[config.mk]
export PLATFORM = sky130hd
export DESIGN_NAME = multibyte_add_seq_flat
export DESIGN_NICKNAME = d
export VERILOG_FILES = /design/src/rtl/multibyte_add_seq_if.sv /design/src/rtl/multibyte_add_seq.sv /design/src/flat_wrapper.sv
export SDC_FILE = /design/constraint.sdc
export NUM_CORES = 1
export LEC_CHECK = 0
export ABC_AREA = 1
export CORE_ASPECT_RATIO = 0.5
export CORE_MARGIN = 4
export CORE_UTILIZATION = 44
export CTS_CLUSTER_SIZE = 40
export DETAILED_ROUTE_END_ITERATION = 6
export GPL_ROUTABILITY_DRIVEN = 1
export PLACE_DENSITY = 0.76
export SYNTH_ARGS = -nofsm -noshare
export SYNTH_HDL_FRONTEND = slang
export SYNTH_SLANG_ARGS = --single-unit
[constraint.sdc]
create_clock -name clk -period 2.1 [get_ports clk]
set_clock_uncertainty 0.2 [all_clocks]
set_input_delay 0.21 -clock clk [delete_from_list [all_inputs] [get_ports clk]]
set_output_delay 0.21 -clock clk [all_outputs]
set_load 0.02 [all_outputs]
[src/rtl/multibyte_add_seq_if.sv]
// Operand/result bus and byte-adder link for the multibyte add/subtract sequencer.
// master = upstream/environment side, slave = sequencer side.
interface multibyte_add_seq_if #(
    parameter int unsigned NBYTES = 4
);
    localparam int unsigned W = 8 * NBYTES;

    logic           start;
    logic [1:0]     op;
    logic [W-1:0]   opa;
    logic [W-1:0]   opb;
    logic           busy;
    logic           done;
    logic [W-1:0]   result;
    logic           flag_c;
    logic           flag_z;
    logic           flag_n;
    logic           flag_v;
    logic [7:0]     adder_a;
    logic [7:0]     adder_b;
    logic           adder_cin;
    logic [7:0]     adder_sum;
    logic           adder_cout;

    modport master (
        output start, op, opa, opb, adder_sum, adder_cout,
        input  busy, done, result, flag_c, flag_z, flag_n, flag_v,
               adder_a, adder_b, adder_cin
    );

    modport slave (
        input  start, op, opa, opb, adder_sum, adder_cout,
        output busy, done, result, flag_c, flag_z, flag_n, flag_v,
               adder_a, adder_b, adder_cin
    );
endinterface

[src/rtl/multibyte_add_seq.sv]
// Byte-serial NBYTES-wide ADD/ADC/SUB/SBC sequencer driving an external 8-bit adder,
// LSB first, chaining carry-out into the next byte's carry-in.
module multibyte_add_seq #(
    parameter int unsigned NBYTES = 4
) (
    input  logic                    clk,
    input  logic                    rst_n,
    multibyte_add_seq_if.slave      bus
);
    localparam int unsigned W    = 8 * NBYTES;
    localparam int unsigned IDXW = (NBYTES > 2) ? $clog2(NBYTES) : 1;
    localparam logic [IDXW-1:0] LAST_IDX = IDXW'(NBYTES - 1);

    localparam logic [1:0] S_IDLE = 2'd0;
    localparam logic [1:0] S_RUN  = 2'd1;
    localparam logic [1:0] S_DONE = 2'd2;

    logic [1:0]      state_q,  state_d;
    logic [W-1:0]    a_q,      a_d;
    logic [W-1:0]    b_q,      b_d;
    logic            sub_q,    sub_d;
    logic            cin0_q,   cin0_d;
    logic [IDXW-1:0] idx_q,    idx_d;
    logic            chain_q,  chain_d;
    logic            zacc_q,   zacc_d;
    logic [W-1:0]    result_q, result_d;
    logic            fc_q,     fc_d;
    logic            fz_q,     fz_d;
    logic            fn_q,     fn_d;
    logic            fv_q,     fv_d;
    logic            busy_q,   busy_d;
    logic            done_q,   done_d;

    logic            run_c;
    logic            accept_c;
    logic            last_c;
    logic [7:0]      a_byte_c;
    logic [7:0]      b_byte_c;
    logic            cin_c;

    // Current byte pair and carry-in presented to the external adder
    always_comb begin
        run_c    = (state_q == S_RUN);
        last_c   = (idx_q == LAST_IDX);
        accept_c = bus.start && (state_q != S_RUN);
        a_byte_c = a_q[{idx_q, 3'b000} +: 8];
        b_byte_c = b_q[{idx_q, 3'b000} +: 8] ^ {8{sub_q}};
        cin_c    = (idx_q == '0) ? cin0_q : chain_q;
    end

    assign bus.adder_a   = run_c ? a_byte_c : 8'h00;
    assign bus.adder_b   = run_c ? b_byte_c : 8'h00;
    assign bus.adder_cin = run_c ? cin_c    : 1'b0;

    always_comb begin
        state_d  = state_q;
        a_d      = a_q;
        b_d      = b_q;
        sub_d    = sub_q;
        cin0_d   = cin0_q;
        idx_d    = idx_q;
        chain_d  = chain_q;
        zacc_d   = zacc_q;
        result_d = result_q;
        fc_d     = fc_q;
        fz_d     = fz_q;
        fn_d     = fn_q;
        fv_d     = fv_q;

        case (state_q)
            S_IDLE:  if (bus.start) state_d = S_RUN;
            S_RUN:   if (last_c)    state_d = S_DONE;
            S_DONE:  state_d = bus.start ? S_RUN : S_IDLE;
            default: state_d = S_IDLE;
        endcase

        // ADC/SBC take flag_c as it stands at the accept edge
        if (accept_c) begin
            a_d    = bus.opa;
            b_d    = bus.opb;
            sub_d  = bus.op[1];
            cin0_d = bus.op[0] ? fc_q : bus.op[1];
            idx_d  = '0;
            zacc_d = 1'b1;
        end

        if (run_c) begin
            result_d[{idx_q, 3'b000} +: 8] = bus.adder_sum;
            chain_d = bus.adder_cout;
            idx_d   = idx_q + IDXW'(1);
            zacc_d  = zacc_q & (bus.adder_sum == 8'h00);
            if (last_c) begin
                fc_d = bus.adder_cout;
                fn_d = bus.adder_sum[7];
                fz_d = zacc_q & (bus.adder_sum == 8'h00);
                fv_d = (a_byte_c[7] == b_byte_c[7]) && (bus.adder_sum[7] != a_byte_c[7]);
            end
        end

        busy_d = (state_d == S_RUN);
        done_d = (state_d == S_DONE);
    end

    always_ff @(posedge clk or negedge rst_n) begin
        if (!rst_n) begin
            state_q  <= S_IDLE;
            a_q      <= '0;
            b_q      <= '0;
            sub_q    <= 1'b0;
            cin0_q   <= 1'b0;
            idx_q    <= '0;
            chain_q  <= 1'b0;
            zacc_q   <= 1'b0;
            result_q <= '0;
            fc_q     <= 1'b0;
            fz_q     <= 1'b0;
            fn_q     <= 1'b0;
            fv_q     <= 1'b0;
            busy_q   <= 1'b0;
            done_q   <= 1'b0;
        end else begin
            state_q  <= state_d;
            a_q      <= a_d;
            b_q      <= b_d;
            sub_q    <= sub_d;
            cin0_q   <= cin0_d;
            idx_q    <= idx_d;
            chain_q  <= chain_d;
            zacc_q   <= zacc_d;
            result_q <= result_d;
            fc_q     <= fc_d;
            fz_q     <= fz_d;
            fn_q     <= fn_d;
            fv_q     <= fv_d;
            busy_q   <= busy_d;
            done_q   <= done_d;
        end
    end

    assign bus.busy   = busy_q;
    assign bus.done   = done_q;
    assign bus.result = result_q;
    assign bus.flag_c = fc_q;
    assign bus.flag_z = fz_q;
    assign bus.flag_n = fn_q;
    assign bus.flag_v = fv_q;
endmodule

[src/flat_wrapper.sv]
// flat-port wrapper written by rule: the top's interface ports become plain ports
module multibyte_add_seq_flat 
#(
    parameter int unsigned NBYTES = 4
)
  (clk, rst_n, bus_start, bus_op, bus_opa, bus_opb, bus_adder_sum, bus_adder_cout, bus_busy, bus_done, bus_result, bus_flag_c, bus_flag_z, bus_flag_n, bus_flag_v, bus_adder_a, bus_adder_b, bus_adder_cin);
  multibyte_add_seq_if #(.NBYTES(NBYTES)) bus_i ();
  input  logic clk;
  input  logic rst_n;
  input wire logic [$bits(bus_i.start)-1:0] bus_start;
  input wire logic [$bits(bus_i.op)-1:0] bus_op;
  input wire logic [$bits(bus_i.opa)-1:0] bus_opa;
  input wire logic [$bits(bus_i.opb)-1:0] bus_opb;
  input wire logic [$bits(bus_i.adder_sum)-1:0] bus_adder_sum;
  input wire logic [$bits(bus_i.adder_cout)-1:0] bus_adder_cout;
  output wire logic [$bits(bus_i.busy)-1:0] bus_busy;
  output wire logic [$bits(bus_i.done)-1:0] bus_done;
  output wire logic [$bits(bus_i.result)-1:0] bus_result;
  output wire logic [$bits(bus_i.flag_c)-1:0] bus_flag_c;
  output wire logic [$bits(bus_i.flag_z)-1:0] bus_flag_z;
  output wire logic [$bits(bus_i.flag_n)-1:0] bus_flag_n;
  output wire logic [$bits(bus_i.flag_v)-1:0] bus_flag_v;
  output wire logic [$bits(bus_i.adder_a)-1:0] bus_adder_a;
  output wire logic [$bits(bus_i.adder_b)-1:0] bus_adder_b;
  output wire logic [$bits(bus_i.adder_cin)-1:0] bus_adder_cin;
  assign bus_i.start = bus_start;
  assign bus_i.op = bus_op;
  assign bus_i.opa = bus_opa;
  assign bus_i.opb = bus_opb;
  assign bus_i.adder_sum = bus_adder_sum;
  assign bus_i.adder_cout = bus_adder_cout;
  assign bus_busy = bus_i.busy;
  assign bus_done = bus_i.done;
  assign bus_result = bus_i.result;
  assign bus_flag_c = bus_i.flag_c;
  assign bus_flag_z = bus_i.flag_z;
  assign bus_flag_n = bus_i.flag_n;
  assign bus_flag_v = bus_i.flag_v;
  assign bus_adder_a = bus_i.adder_a;
  assign bus_adder_b = bus_i.adder_b;
  assign bus_adder_cin = bus_i.adder_cin;
  multibyte_add_seq #(.NBYTES(NBYTES)) u_core (.clk(clk), .rst_n(rst_n), .bus(bus_i));
endmodule
==> run_results.csv <==
group,metric,value,unit
run_status,status,"complete, no violations",
global_routing,antenna_found_initial,0,
clock_network,htreeDepth,3,
clock_network,cts_sinks,110,
worst_setup_path,worstReg2RegStart,"u_core.idx_q[0]",
yosys,ys_ff_latch,110,
sta,maxSlewViolCount,0,
floorplanning,start_util,45.8,%
sta,relSlewSlack,68.6,%
pwr,switchingPower,4.73,mW
floorplanning,io-pin-count,133,
floorplanning,die_area,13500,um^2
clock_network,cts-root-buf,"clkbuf_16",
detailed_routing,wl_per_cell,14.6,um
pwr,p_int,6.01,mW
sta,setup_viol,0,
detailed_routing,first_pass_iters,5,
clock_network,cts_setup_buffers,0,
layout,final-seq-area,2750,um^2
clock_network,cts_buffers,9,
sta,finalSetupTns,0,ps
global_routing,grt_max_degree,65,
floorplanning,die_h,84.3,um
pwr,power.density,1540,nW/um^2
yosys,netlist.area_leader.share,53.8,%
pwr,clockPowerShare,14.3,%
worst_setup_path,worstSetupEndpointType,"output port",
placement,place_congestion,0.841,
sta,worstMarginPinSlew,467,ps
sta,finalHoldViolCount,0,
yosys,synthesis.area,5120,um^2
yosys,yosys-top-cells-area,"dfrtp_1 54%, nand2_1 19%, o21ai_0 6.0%",
layout,diodes,0,
yosys,synth_area_leader_cell,"dfrtp_1",
yosys,seq_area_frac_synth,53.8,%
clock_network,cts_tree,"built",
layout,drive_above_1_share,9.48,%
layout,fin_nets,860,
floorplanning,core.rowCount,27,
yosys,syn_nets,727,
detailed_routing,drc_errors,0,
floorplanning,die_w,160,um
layout,fill_cells,979,
worst_setup_path,required,1690,ps
clock_network,clock_latency,340,ps
pwr,swShare,44.0,%
global_routing,track_usage,20.8,%
sta,rsz0062_at_grt,"yes",
layout,areaGrowthSynthToFinish,36.2,%
worst_setup_path,cp-start-kind,"flop",
worst_setup_path,worstPathArrival,1670,ps
sta,clock.fmax,481,MHz
yosys,ys.warnings.count,0,
global_routing,grt_pass1_vias,4629,
worst_setup_path,crit_fanout,15,
floorplanning,core,11200,um^2
detailed_routing,vias_per_cell,4.99,
clock_network,clk_pin_slew,70,ps
global_routing,overflow,0,
worst_setup_path,timing.critical_path.from,"u_core.idx_q[0]",
layout,multiInputGateArea,2110,um^2
global_routing,grt_pass1_wl,23100,um
clock_network,cts_buffer_depth,2,
yosys,synth.distinct_cells,26,
detailed_routing,detail-route-antenna-nets,0,
detailed_routing,initialDrtViolationCount,283,
pwr,irDropWorstVdd,802,uV
detailed_routing,via_count,4689,
pwr,power,10.7,mW
placement,numPortBuffers,132,
detailed_routing,wirelength,13700,um
pwr,pwr-share-comb,51.7,%
pwr,p_leak,3.47,nW
yosys,netlist_instances,643,
worst_setup_path,crit_type,"reg2out",
placement,dp_hpwl,10200,um
sta,period_share,99.1,%
sta,fin_crit,2080,ps
pwr,pwr-share-seq,34.0,%
yosys,syn-mean-instance-area,7.96,um^2
hold_path,min_path_type,"in2async",
job,maxCapViolations,0,
[layer usage]
metal	track usage [%]	vias up	wire length [um]
met5	0	-	0
met1	28.7	2210	6490
li1	-	2333	-
met4	5.07	0	104
met3	5.25	11	830
met2	33.1	135	6320
[final timing paths]
path | end | slack, ps | cells past startpoint
min reg2reg | u_core.b_q[12] | 270 | 2
min | u_core.b_q[8] | 180 | 2
max in group asynchronous | u_core.bus.result[7] | 930 | 3
max | bus_adder_a[5] | 20 | 6
max reg2reg | u_core.bus.result[26] | 180 | 7
min in group clk | u_core.b_q[8] | 200 | 3
[power groups by stage]
| stage | clock network, mW | registers [mW] | logic [mW] |
|---|---|---|---|
| floorplan | 0 | 3.78 | 3.19 |
| global placement | 0 | 3.64 | 5.54 |
| detailed placement | 0 | 3.64 | 5.70 |
| CTS | 1.57 | 3.63 | 5.54 |
| global route | 1.66 | 3.75 | 6.16 |
| finish | 1.54 | 3.65 | 5.56 |
[final cells by class]
type	instances	share of cell area, %
Tap cell	159	2.85
Inverter	26	1.54
Multi-Input combinational cell	472	30.2
Clock buffer	13	3.45
Sequential cell	110	39.5
Timing Repair Buffer	157	22.1
Clock inverter	3	0.305
[logic make-up (layout without fill, tap and decap cells)]
family,Yosys count,after routing,share of synthesized area [%]
buffers and inverters,61,199,5.45
adders and majority gates,6,6,1.47
AOI/OAI and AO/OA,96,96,10.1
DFF,110,110,53.8
and+or+nand+nor,370,370,29.2
[worst max-delay path, stage by stage, from the launching register on]
cell	delay, ps
dfrtp_2	460
buf_6	190
nor2_1	60
nor2_1	70
o21ai_0	80
a21oi_1	190
clkdlybuf4s15_2	280
[cells in the final DEF, fill, tap and decap left out, types with 5 or more instances in the layout]
cell type        Yosys  final
a21oi_1              9      8
buf_12               0      7
buf_2               16      8
buf_4                5     23
clkbuf_16            0      9
clkdlybuf4s50_1      0    114
dfrtp_1            110    109
ha_1                 6      6
inv_1               20     20
nand2_1            261    261
nand3_1             15     15
nand4_1             20     20
nor2_1              65     62
nor2_2               4      5
nor2_4               3      5
o21ai_0             61     59
o21ai_1             11     13
o22ai_1             10     10
[flip-flops by register name (all words and copies together) (netlist names)]
signal,flops
u_core.bus.flag_v,1
u_core.cin0_q,1
u_core.a_q,32
u_core.zacc_q,1
u_core.bus.flag_z,1
u_core.bus.busy,1
u_core.bus.result,32
u_core.sub_q,1
u_core.bus.flag_n,1
u_core.b_q,32
u_core.idx_q,2
u_core.state_q,2
u_core.bus.flag_c,1
u_core.bus.done,1
u_core.chain_q,1
[repair_timing]
action	in CTS	in global routing
gates resized for setup	70	15
hold buffers	1	0
endpoints found under the setup margin	27	27
hold endpoints to repair	34	0
pin swaps	0	2
[synthesized netlist by cell type, drive strengths merged]
cell    number
a21oi        9
buf         23
clkbuf      12
dfrtp      110
ha           6
inv         26
nand2      262
nand3       15
nand4       20
nor2        72
nor4         1
o211ai       1
o21ai       72
o22ai       10
o31ai        3
o41ai        1
[stage by stage]
| step | utilization, % | setup slack (ps) | area [um^2] | hold WS (ps) | cells |
|---|---|---|---|---|---|
| 3_5_place_dp | 60.2 | -109 | 6730 | -1.15 | 923 |
| 2_1_floorplan | - | -11.0 | 5120 | -286 | 643 |
| 4_1_cts | 62.3 | 0.119 | 6970 | 164 | 940 |
| 3_3_place_gp | 60.2 | -50.9 | 6730 | -5.20 | 923 |
| 5_1_grt | 62.3 | -85.1 | 6970 | 205 | 940 |
| 6_report | 62.3 | 18.9 | 6970 | 179 | 940 |
Power figures use the tool's default switching activity.
